<file path="src/rtl/clks_alot_p.sv">
// Shared types and constants for the clks_alot clock recovery / generation blocks.
package clks_alot_p;

  localparam int unsigned RATE_COUNTER_WIDTH = 32;

  typedef enum logic [1:0] {
    GEN_IDLE,
    GEN_HIGH,
    GEN_LOW,
    GEN_PAUSED
  } gen_state_e;

  typedef struct packed {
    logic [RATE_COUNTER_WIDTH-1:0] high_rate;
    logic [RATE_COUNTER_WIDTH-1:0] low_rate;
  } gen_rate_conf_s;

  typedef struct packed {
    logic primary;
    logic secondary;
  } recovery_drivers_s;

  typedef struct packed {
    logic rising_edge;
    logic steady_high;
    logic falling_edge;
    logic steady_low;
  } generated_events_s;

  typedef struct packed {
    logic                          locked;
    logic                          pause_active;
    logic [RATE_COUNTER_WIDTH-1:0] pause_duration;
  } status_s;

endpackage

</file>
<file path="src/rtl/clks_alot_half_counter.sv">
// Loadable down-counter with a zero flag; stops at zero until reloaded.
module clks_alot_half_counter #(
  parameter int unsigned WIDTH = 32
) (
  input  logic             clk_i,
  input  logic             rst_n_i,
  input  logic             load_i,
  input  logic [WIDTH-1:0] load_val_i,
  input  logic             dec_i,
  output logic             zero_o
);

  logic [WIDTH-1:0] count_q;

  // Load has priority over decrement; the count never wraps below zero.
  always_ff @(posedge clk_i or negedge rst_n_i) begin
    if (!rst_n_i) begin
      count_q <= '0;
    end else if (load_i) begin
      count_q <= load_val_i;
    end else if (dec_i && (count_q != '0)) begin
      count_q <= count_q - WIDTH'(1);
    end
  end

  assign zero_o = (count_q == '0);

endmodule

</file>
<file path="src/rtl/clks_alot_generator.sv">
// Clock generator: builds a single-ended or differential output clock from
// programmable high/low half-periods, with boundary-aligned reconfiguration
// and a parkable pause that counts elapsed equivalent periods.
module clks_alot_generator
  import clks_alot_p::*;
#(
  parameter int unsigned RATE_COUNTER_WIDTH = clks_alot_p::RATE_COUNTER_WIDTH
) (
  input  logic                          clk_i,
  input  logic                          rst_n_i,
  input  logic                          enable_i,
  input  logic                          differential_en_i,
  input  logic                          pause_req_i,
  input  logic                          conf_valid_i,
  output logic                          conf_ready_o,
  input  logic                          even_50_50_en_i,
  input  logic [RATE_COUNTER_WIDTH-1:0] high_rate_i,
  input  logic [RATE_COUNTER_WIDTH-1:0] low_rate_i,
  output recovery_drivers_s             drivers_o,
  output generated_events_s             events_o,
  output status_s                       status_o
);

  localparam int unsigned W  = RATE_COUNTER_WIDTH;
  localparam int unsigned PW = RATE_COUNTER_WIDTH + 1;
  localparam logic [W-1:0]  ONE  = W'(1);
  localparam logic [PW-1:0] PONE = PW'(1);

  gen_state_e        state_q, state_d;
  logic [W-1:0]      act_high_q, act_low_q, shd_high_q, shd_low_q;
  logic              valid_q, pending_q;
  recovery_drivers_s drivers_q;
  generated_events_s events_q;
  status_s           status_q;

  logic [W-1:0]  conf_high, conf_low, eff_high, eff_low, phase_val;
  logic [PW-1:0] pause_val;
  logic          accept, copy, phase_zero, pause_zero;
  logic          phase_load, pause_load, pause_tick, phase_run, pause_run;

  assign conf_high = (high_rate_i == '0) ? ONE : high_rate_i;
  assign conf_low  = even_50_50_en_i ? conf_high : ((low_rate_i == '0) ? ONE : low_rate_i);

  assign accept = conf_valid_i && !pending_q;
  // A pending config is promoted whenever no period is in flight, or on the
  // last LOW cycle; the rates used for this cycle's loads follow the promotion.
  assign copy = pending_q && ((state_q == GEN_IDLE) || (state_q == GEN_PAUSED) ||
                              ((state_q == GEN_LOW) && phase_zero));
  assign eff_high  = copy ? shd_high_q : act_high_q;
  assign eff_low   = copy ? shd_low_q  : act_low_q;
  assign pause_val = {1'b0, eff_high} + {1'b0, eff_low} - PONE;
  assign phase_run = (state_q == GEN_HIGH) || (state_q == GEN_LOW);
  assign pause_run = (state_q == GEN_PAUSED);

  clks_alot_half_counter #(.WIDTH(W)) u_phase_timer (
    .clk_i      (clk_i),
    .rst_n_i    (rst_n_i),
    .load_i     (phase_load),
    .load_val_i (phase_val),
    .dec_i      (phase_run),
    .zero_o     (phase_zero)
  );

  clks_alot_half_counter #(.WIDTH(PW)) u_pause_timer (
    .clk_i      (clk_i),
    .rst_n_i    (rst_n_i),
    .load_i     (pause_load),
    .load_val_i (pause_val),
    .dec_i      (pause_run),
    .zero_o     (pause_zero)
  );

  // Next-state and timer-load decisions; transitions out of a period only at its end.
  always_comb begin
    state_d    = state_q;
    phase_load = 1'b0;
    phase_val  = eff_high - ONE;
    pause_load = 1'b0;
    pause_tick = 1'b0;
    case (state_q)
      GEN_IDLE: begin
        if (enable_i && valid_q && !pause_req_i) begin
          state_d    = GEN_HIGH;
          phase_load = 1'b1;
        end
      end
      GEN_HIGH: begin
        if (phase_zero) begin
          state_d    = GEN_LOW;
          phase_load = 1'b1;
          phase_val  = eff_low - ONE;
        end
      end
      GEN_LOW: begin
        if (phase_zero) begin
          if (!enable_i) begin
            state_d = GEN_IDLE;
          end else if (pause_req_i) begin
            state_d    = GEN_PAUSED;
            pause_load = 1'b1;
          end else begin
            state_d    = GEN_HIGH;
            phase_load = 1'b1;
          end
        end
      end
      GEN_PAUSED: begin
        if (!enable_i) begin
          state_d = GEN_IDLE;
        end else if (!pause_req_i) begin
          state_d    = GEN_HIGH;
          phase_load = 1'b1;
        end else if (pause_zero) begin
          pause_load = 1'b1;
          pause_tick = 1'b1;
        end
      end
      default: state_d = GEN_IDLE;
    endcase
  end

  // State, rate registers and registered outputs, all derived from the next state.
  always_ff @(posedge clk_i or negedge rst_n_i) begin
    if (!rst_n_i) begin
      state_q    <= GEN_IDLE;
      act_high_q <= '0;
      act_low_q  <= '0;
      shd_high_q <= '0;
      shd_low_q  <= '0;
      valid_q    <= 1'b0;
      pending_q  <= 1'b0;
      drivers_q  <= '0;
      events_q   <= '{rising_edge: 1'b0, steady_high: 1'b0, falling_edge: 1'b0, steady_low: 1'b1};
      status_q   <= '0;
    end else begin
      state_q <= state_d;
      if (accept) begin
        shd_high_q <= conf_high;
        shd_low_q  <= conf_low;
        pending_q  <= 1'b1;
      end
      if (copy) begin
        act_high_q <= shd_high_q;
        act_low_q  <= shd_low_q;
        valid_q    <= 1'b1;
        pending_q  <= 1'b0;
      end
      drivers_q.primary   <= (state_d == GEN_HIGH);
      drivers_q.secondary <= differential_en_i && (state_d != GEN_HIGH);
      events_q.rising_edge  <= (state_d == GEN_HIGH) && (state_q != GEN_HIGH);
      events_q.steady_high  <= (state_d == GEN_HIGH) && (state_q == GEN_HIGH);
      events_q.falling_edge <= (state_d == GEN_LOW) && (state_q != GEN_LOW);
      events_q.steady_low   <= (state_d != GEN_HIGH) && !((state_d == GEN_LOW) && (state_q != GEN_LOW));
      if (state_d == GEN_IDLE) begin
        status_q.locked <= 1'b0;
      end else if (state_d == GEN_HIGH) begin
        status_q.locked <= 1'b1;
      end
      status_q.pause_active <= (state_d == GEN_PAUSED);
      if ((state_d == GEN_PAUSED) && (state_q != GEN_PAUSED)) begin
        status_q.pause_duration <= '0;
      end else if (pause_tick && (state_d == GEN_PAUSED) && (status_q.pause_duration != '1)) begin
        status_q.pause_duration <= status_q.pause_duration + 1'b1;
      end
    end
  end

  assign conf_ready_o = !pending_q;
  assign drivers_o    = drivers_q;
  assign events_o     = events_q;
  assign status_o     = status_q;

endmodule

</file>
<file path="config.mk">
export PLATFORM = sky130hd
export DESIGN_NAME = clks_alot_generator
export DESIGN_NICKNAME = d
export VERILOG_FILES = /design/src/rtl/clks_alot_p.sv /design/src/rtl/clks_alot_half_counter.sv /design/src/rtl/clks_alot_generator.sv
export SDC_FILE = /design/constraint.sdc
export NUM_CORES = 1
export LEC_CHECK = 0
export CAP_MARGIN = 10
export CORE_ASPECT_RATIO = 1.4
export CORE_MARGIN = 5
export CORE_UTILIZATION = 50
export DETAILED_ROUTE_END_ITERATION = 7
export PLACE_DENSITY = 0.7
export SYNTH_ARGS = -nofsm -noshare
export SYNTH_HDL_FRONTEND = slang
export SYNTH_SLANG_ARGS = --single-unit
export TNS_END_PERCENT = 30
</file>
<file path="constraint.sdc">
create_clock -name clk_i -period 6.7 [get_ports clk_i]
set_input_delay 0.67 -clock clk_i [delete_from_list [all_inputs] [get_ports clk_i]]
set_output_delay 0.67 -clock clk_i [all_outputs]
set_load 0.02 [all_outputs]
</file>
==> flow_summary.rst <==
.. list-table::
   :header-rows: 1

   * - Metric
     - Value
   * - Via/cell ratio
     - 5.83
   * - Setup violation total in the final timing report
     - 0
   * - Die boundary height
     - 214 um
   * - Number of antenna repair diodes
     - 0
   * - Switching Power
     - 4630 uW
   * - Starting density of the core
     - 50.8%
   * - Number of resized instances in the post-cts repair step
     - 0
   * - Peak ir drop on the vdd network
     - 0.311 mV
   * - Root Buffer
     - clkbuf_16
   * - Net count of the finished layout
     - 1852
   * - Total Neg Setup Slack
     - 0 ps
   * - Largest net degree at the start of global routing
     - 130
   * - Warnings, synthesis
     - 0
   * - Power per cell area
     - 582 mW/mm^2
   * - Most used flip-flop cell after synthesis
     - dfrtp_1
   * - Post-synthesis share of cell area spent on full adders, half adders and majority gates
     - 4.24%
   * - Std cell rows
     - 74
   * - Fin Hold WS
     - 150 ps
   * - Number of violations reported at the end of detailed-routing iteration 0
     - 677
   * - Max Buffers Root-to-Sink
     - 3
   * - Internal Pwr Total
     - 5420 uW
   * - Total nets after synthesis
     - 1762
   * - Maximum clock rate
     - 175 MHz
   * - DP Wirelength
     - 29.2 mm
   * - Die area
     - 0.0335 sq mm
   * - Origin of the critical flop-to-flop path
     - u_phase_timer.count_q[24]$_DFFE_PN0P_
   * - Most frequent cell after synthesis
     - dfrtp_1
   * - Setup repair after global routing missed its margin
     - no
   * - Final period demand of the worst path
     - 5710 ps
   * - Global router's overall resource usage
     - 22.8%
   * - Cells after synthesis
     - 1641
   * - Worst setup path endpoint
     - u_pause_timer.count_q[31]$_DFFE_PN0P_
   * - Share of cell area taken by muxes after synthesis
     - 10.1%
   * - Setup Fix Bufs, Post-CTS
     - 0
   * - Commonest cells in the netlist
     - 236 x dfrtp_1, 158 x nand2_1, 122 x o21ai_0
   * - Critical setup path kind
     - reg2reg
   * - Routability-driven placement congestion ratio
     - 0.906
   * - Outcome
     - finished clean
   * - Worst setup path start
     - u_phase_timer.count_q[24]$_DFFE_PN0P_
   * - Synth Register Bits
     - 237
   * - Layout area overhead
     - 15.6%
   * - Share of power burned in the clock network
     - 14.3%
   * - Number of hold-repair buffers added at the cts stage
     - 0
   * - Overall via count from detail_route
     - 12400
   * - Largest cells by area after synthesis
     - dfrtp_1 40%, mux2i_1 7.0%, xnor2_1 5.1%, ha_1 4.1%, o21ai_0 4.1%
   * - Num ports
     - 112
   * - CTS H-tree depth
     - 1
   * - Share of async-settable or async-resettable flops after synthesis
     - 100%
   * - Average wire per standard cell
     - 18.1 um
   * - Clock buffer count from CTS
     - 24
   * - Critical R2R Capture
     - u_pause_timer.count_q[31]$_DFFE_PN0P_
   * - Slew Limit Fails
     - 0
   * - Die boundary width
     - 156 um
   * - Post-synthesis cell type count
     - 75
   * - Area fraction of the dominant cell type after synthesis
     - 39.6%
   * - Post-CTS clock slew at the launch and capture registers of the worst setup and hold paths
     - 60 ps
   * - First-pass GRT wire length
     - 63.6 mm
   * - Post-Syn Area
     - 0.0149 sq mm
   * - Sum of overflow across all layers after global routing
     - 0
   * - Combinational group share of total power
     - 61.9%
   * - Worst Path Arrival
     - 6170 ps
   * - Fraction of the mapped netlist area in compound gates
     - 14.6%
   * - Worst hold path type
     - in2async
   * - Final antenna-violating net count
     - 0
   * - Reg2reg path depth
     - 19
   * - Parity-gate share of the synthesized area counting xor and xnor cells
     - 7.81%
   * - Critical-path maximum fanout
     - 19
   * - Final clock period utilization by the worst path
     - 85.3%
   * - Simple logic cell fraction of the synthesized area
     - 18.6%
   * - Final wirelength
     - 38.5 mm
   * - Area leader, netlist
     - dfrtp_1
   * - TritonCTS clock tree
     - done
   * - Number of enable-type register cells in the synthesized netlist
     - 0
   * - Fraction of power spent switching nets
     - 46.0%
   * - Initial antenna violation count
     - 1
   * - Hold Vio Cnt, Final
     - 0
   * - Post-synthesis average cell area
     - 9.09 sq um
   * - Number of sinks handled by clock tree synthesis
     - 237
   * - Number of detailed-routing iterations run before antenna repair
     - 5
   * - Port Buf Inserts
     - 111
   * - Reported leakage power
     - 0.00738 uW
   * - Flop2flop setup slack
     - 990 ps
   * - Flop pwr share
     - 23.9%
   * - Nature of the critical path startpoint
     - flop
   * - Sequential fraction of the synthesis area
     - 39.7%
   * - Slew @ Worst Pin
     - 1080 ps
   * - Core region area
     - 0.0294 sq mm
   * - Worst clock skew
     - 11.7 ps
   * - Category of the worst setup path capture point
     - flop
   * - Relative slew margins
     - 28.2%
   * - Remaining DRCs
     - 0
   * - Share of post-route cells with drive strength above 1
     - 7.38%
   * - Max-cap violation count
     - 0
   * - Combinational family with the most area after synthesis
     - simple AND/OR/NAND/NOR gates
   * - Clock Latency Late Sink
     - 540 ps
   * - Required time of the worst setup path
     - 7160 ps
   * - Number of global-route vias before repair
     - 12400
==> cell usage in the layout, fill, tap and decap left out, drive strengths merged, types with 43 or more instances in the layout <==
cell / netlist / layout
clkdlybuf4s50: 0 / 109
xnor2: 87 / 87
xor2: 46 / 46
nor4: 43 / 43
mux2i: 105 / 105
or3: 44 / 44
a21oi: 88 / 88
nor3: 46 / 46
dfrtp: 236 / 236
o21ai: 124 / 124
ha: 49 / 49
nand2: 159 / 159
inv: 119 / 119
nor2: 93 / 93
==> stage by stage <==
step	total power [uW]	worst slack, ps	cell area (sq um)	instances	utilization (%)
2_1_floorplan	7110	1460	14900	1641	-
3_3_place_gp	8420	1130	16400	2085	55.9
3_5_place_dp	8560	980	16400	2085	55.9
4_1_cts	10000	975	17300	2128	58.8
5_1_grt	11000	522	17300	2128	58.8
6_report	10000	987	17300	2128	58.8
==> per-layer routing <==
metal  part of all wire (%)  vias to the layer above  track usage [%]
li1                       -                     6087                -
met1                     43                     5983             30.0
met2                     50                      286             39.7
met3                    4.6                       60             2.62
met4                    2.3                        0             6.04
met5                      0                        -                0
==> cells by family after synthesis <==
logic type,after synthesis
XOR/XNOR,133
AND/OR/NAND/NOR,536
buffers and inverters,183
flip-flops,237
multiplexers,146
AO/OA/AOI/OAI,356
adder cells (fa/ha/maj),50
==> critical path, cell delays in order (launching register included) <==
cell and delay, ps:
dfrtp_1 410, or4_1 610, nor4_4 280, and4_1 240, buf_4 180, a31o_2 570
mux2i_1 490, xnor2_1 180, ha_1 220, fa_1 250, a211oi_1 110, o21ai_0 410
nand3_1 280, a2111oi_0 490, buf_4 190, o21bai_1 80, a31oi_1 260, o2bb2ai_1 100
xor2_1 140, mux2i_1 120
==> how the worst min path moves through the flow <==
stage	endpoint	slack (ps)	cells after the start
after floorplan	act_high_q[0]$_DFF_PN0_	370	0
after global placement	status_o[33]$_DFFE_PN0P_	470	2
after detailed placement	status_o[33]$_DFFE_PN0P_	480	2
after CTS	u_pause_timer.count_q[12]$_DFFE_PN0P_	220	1
after global routing	u_pause_timer.count_q[8]$_DFFE_PN0P_	240	1
final	u_pause_timer.count_q[9]$_DFFE_PN0P_	150	1
==> sequential cells by signal (all words and copies together) (netlist names) <==
register / flops
valid_q: 1
status_o: 34
state_q: 2
u_pause_timer.count_q: 33
shd_high_q: 32
shd_low_q: 32
pending_q: 1
events_o: 4
drivers_o: 2
act_low_q: 32
act_high_q: 32
u_phase_timer.count_q: 32
==> power groups by stage <==
stage,Clock (uW),Sequential [uW],Combinational [uW]
2_1_floorplan,0,2270,4840
3_3_place_gp,0,2380,6040
3_5_place_dp,0,2400,6150
4_1_cts,1470,2380,6200
5_1_grt,1520,2460,6970
6_report,1430,2400,6220
==> area by class of cell <==
type | instances | area [sq um]
clock buffer | 33 | 706
clock inverter | 10 | 139
fill | 2527 | 12100
inverter | 119 | 447
multi-input combinational | 1221 | 8300
sequential | 237 | 5930
tap | 380 | 475
timing repair buffer | 128 | 1250
No activity file was read; power rests on OpenSTA's default activity.
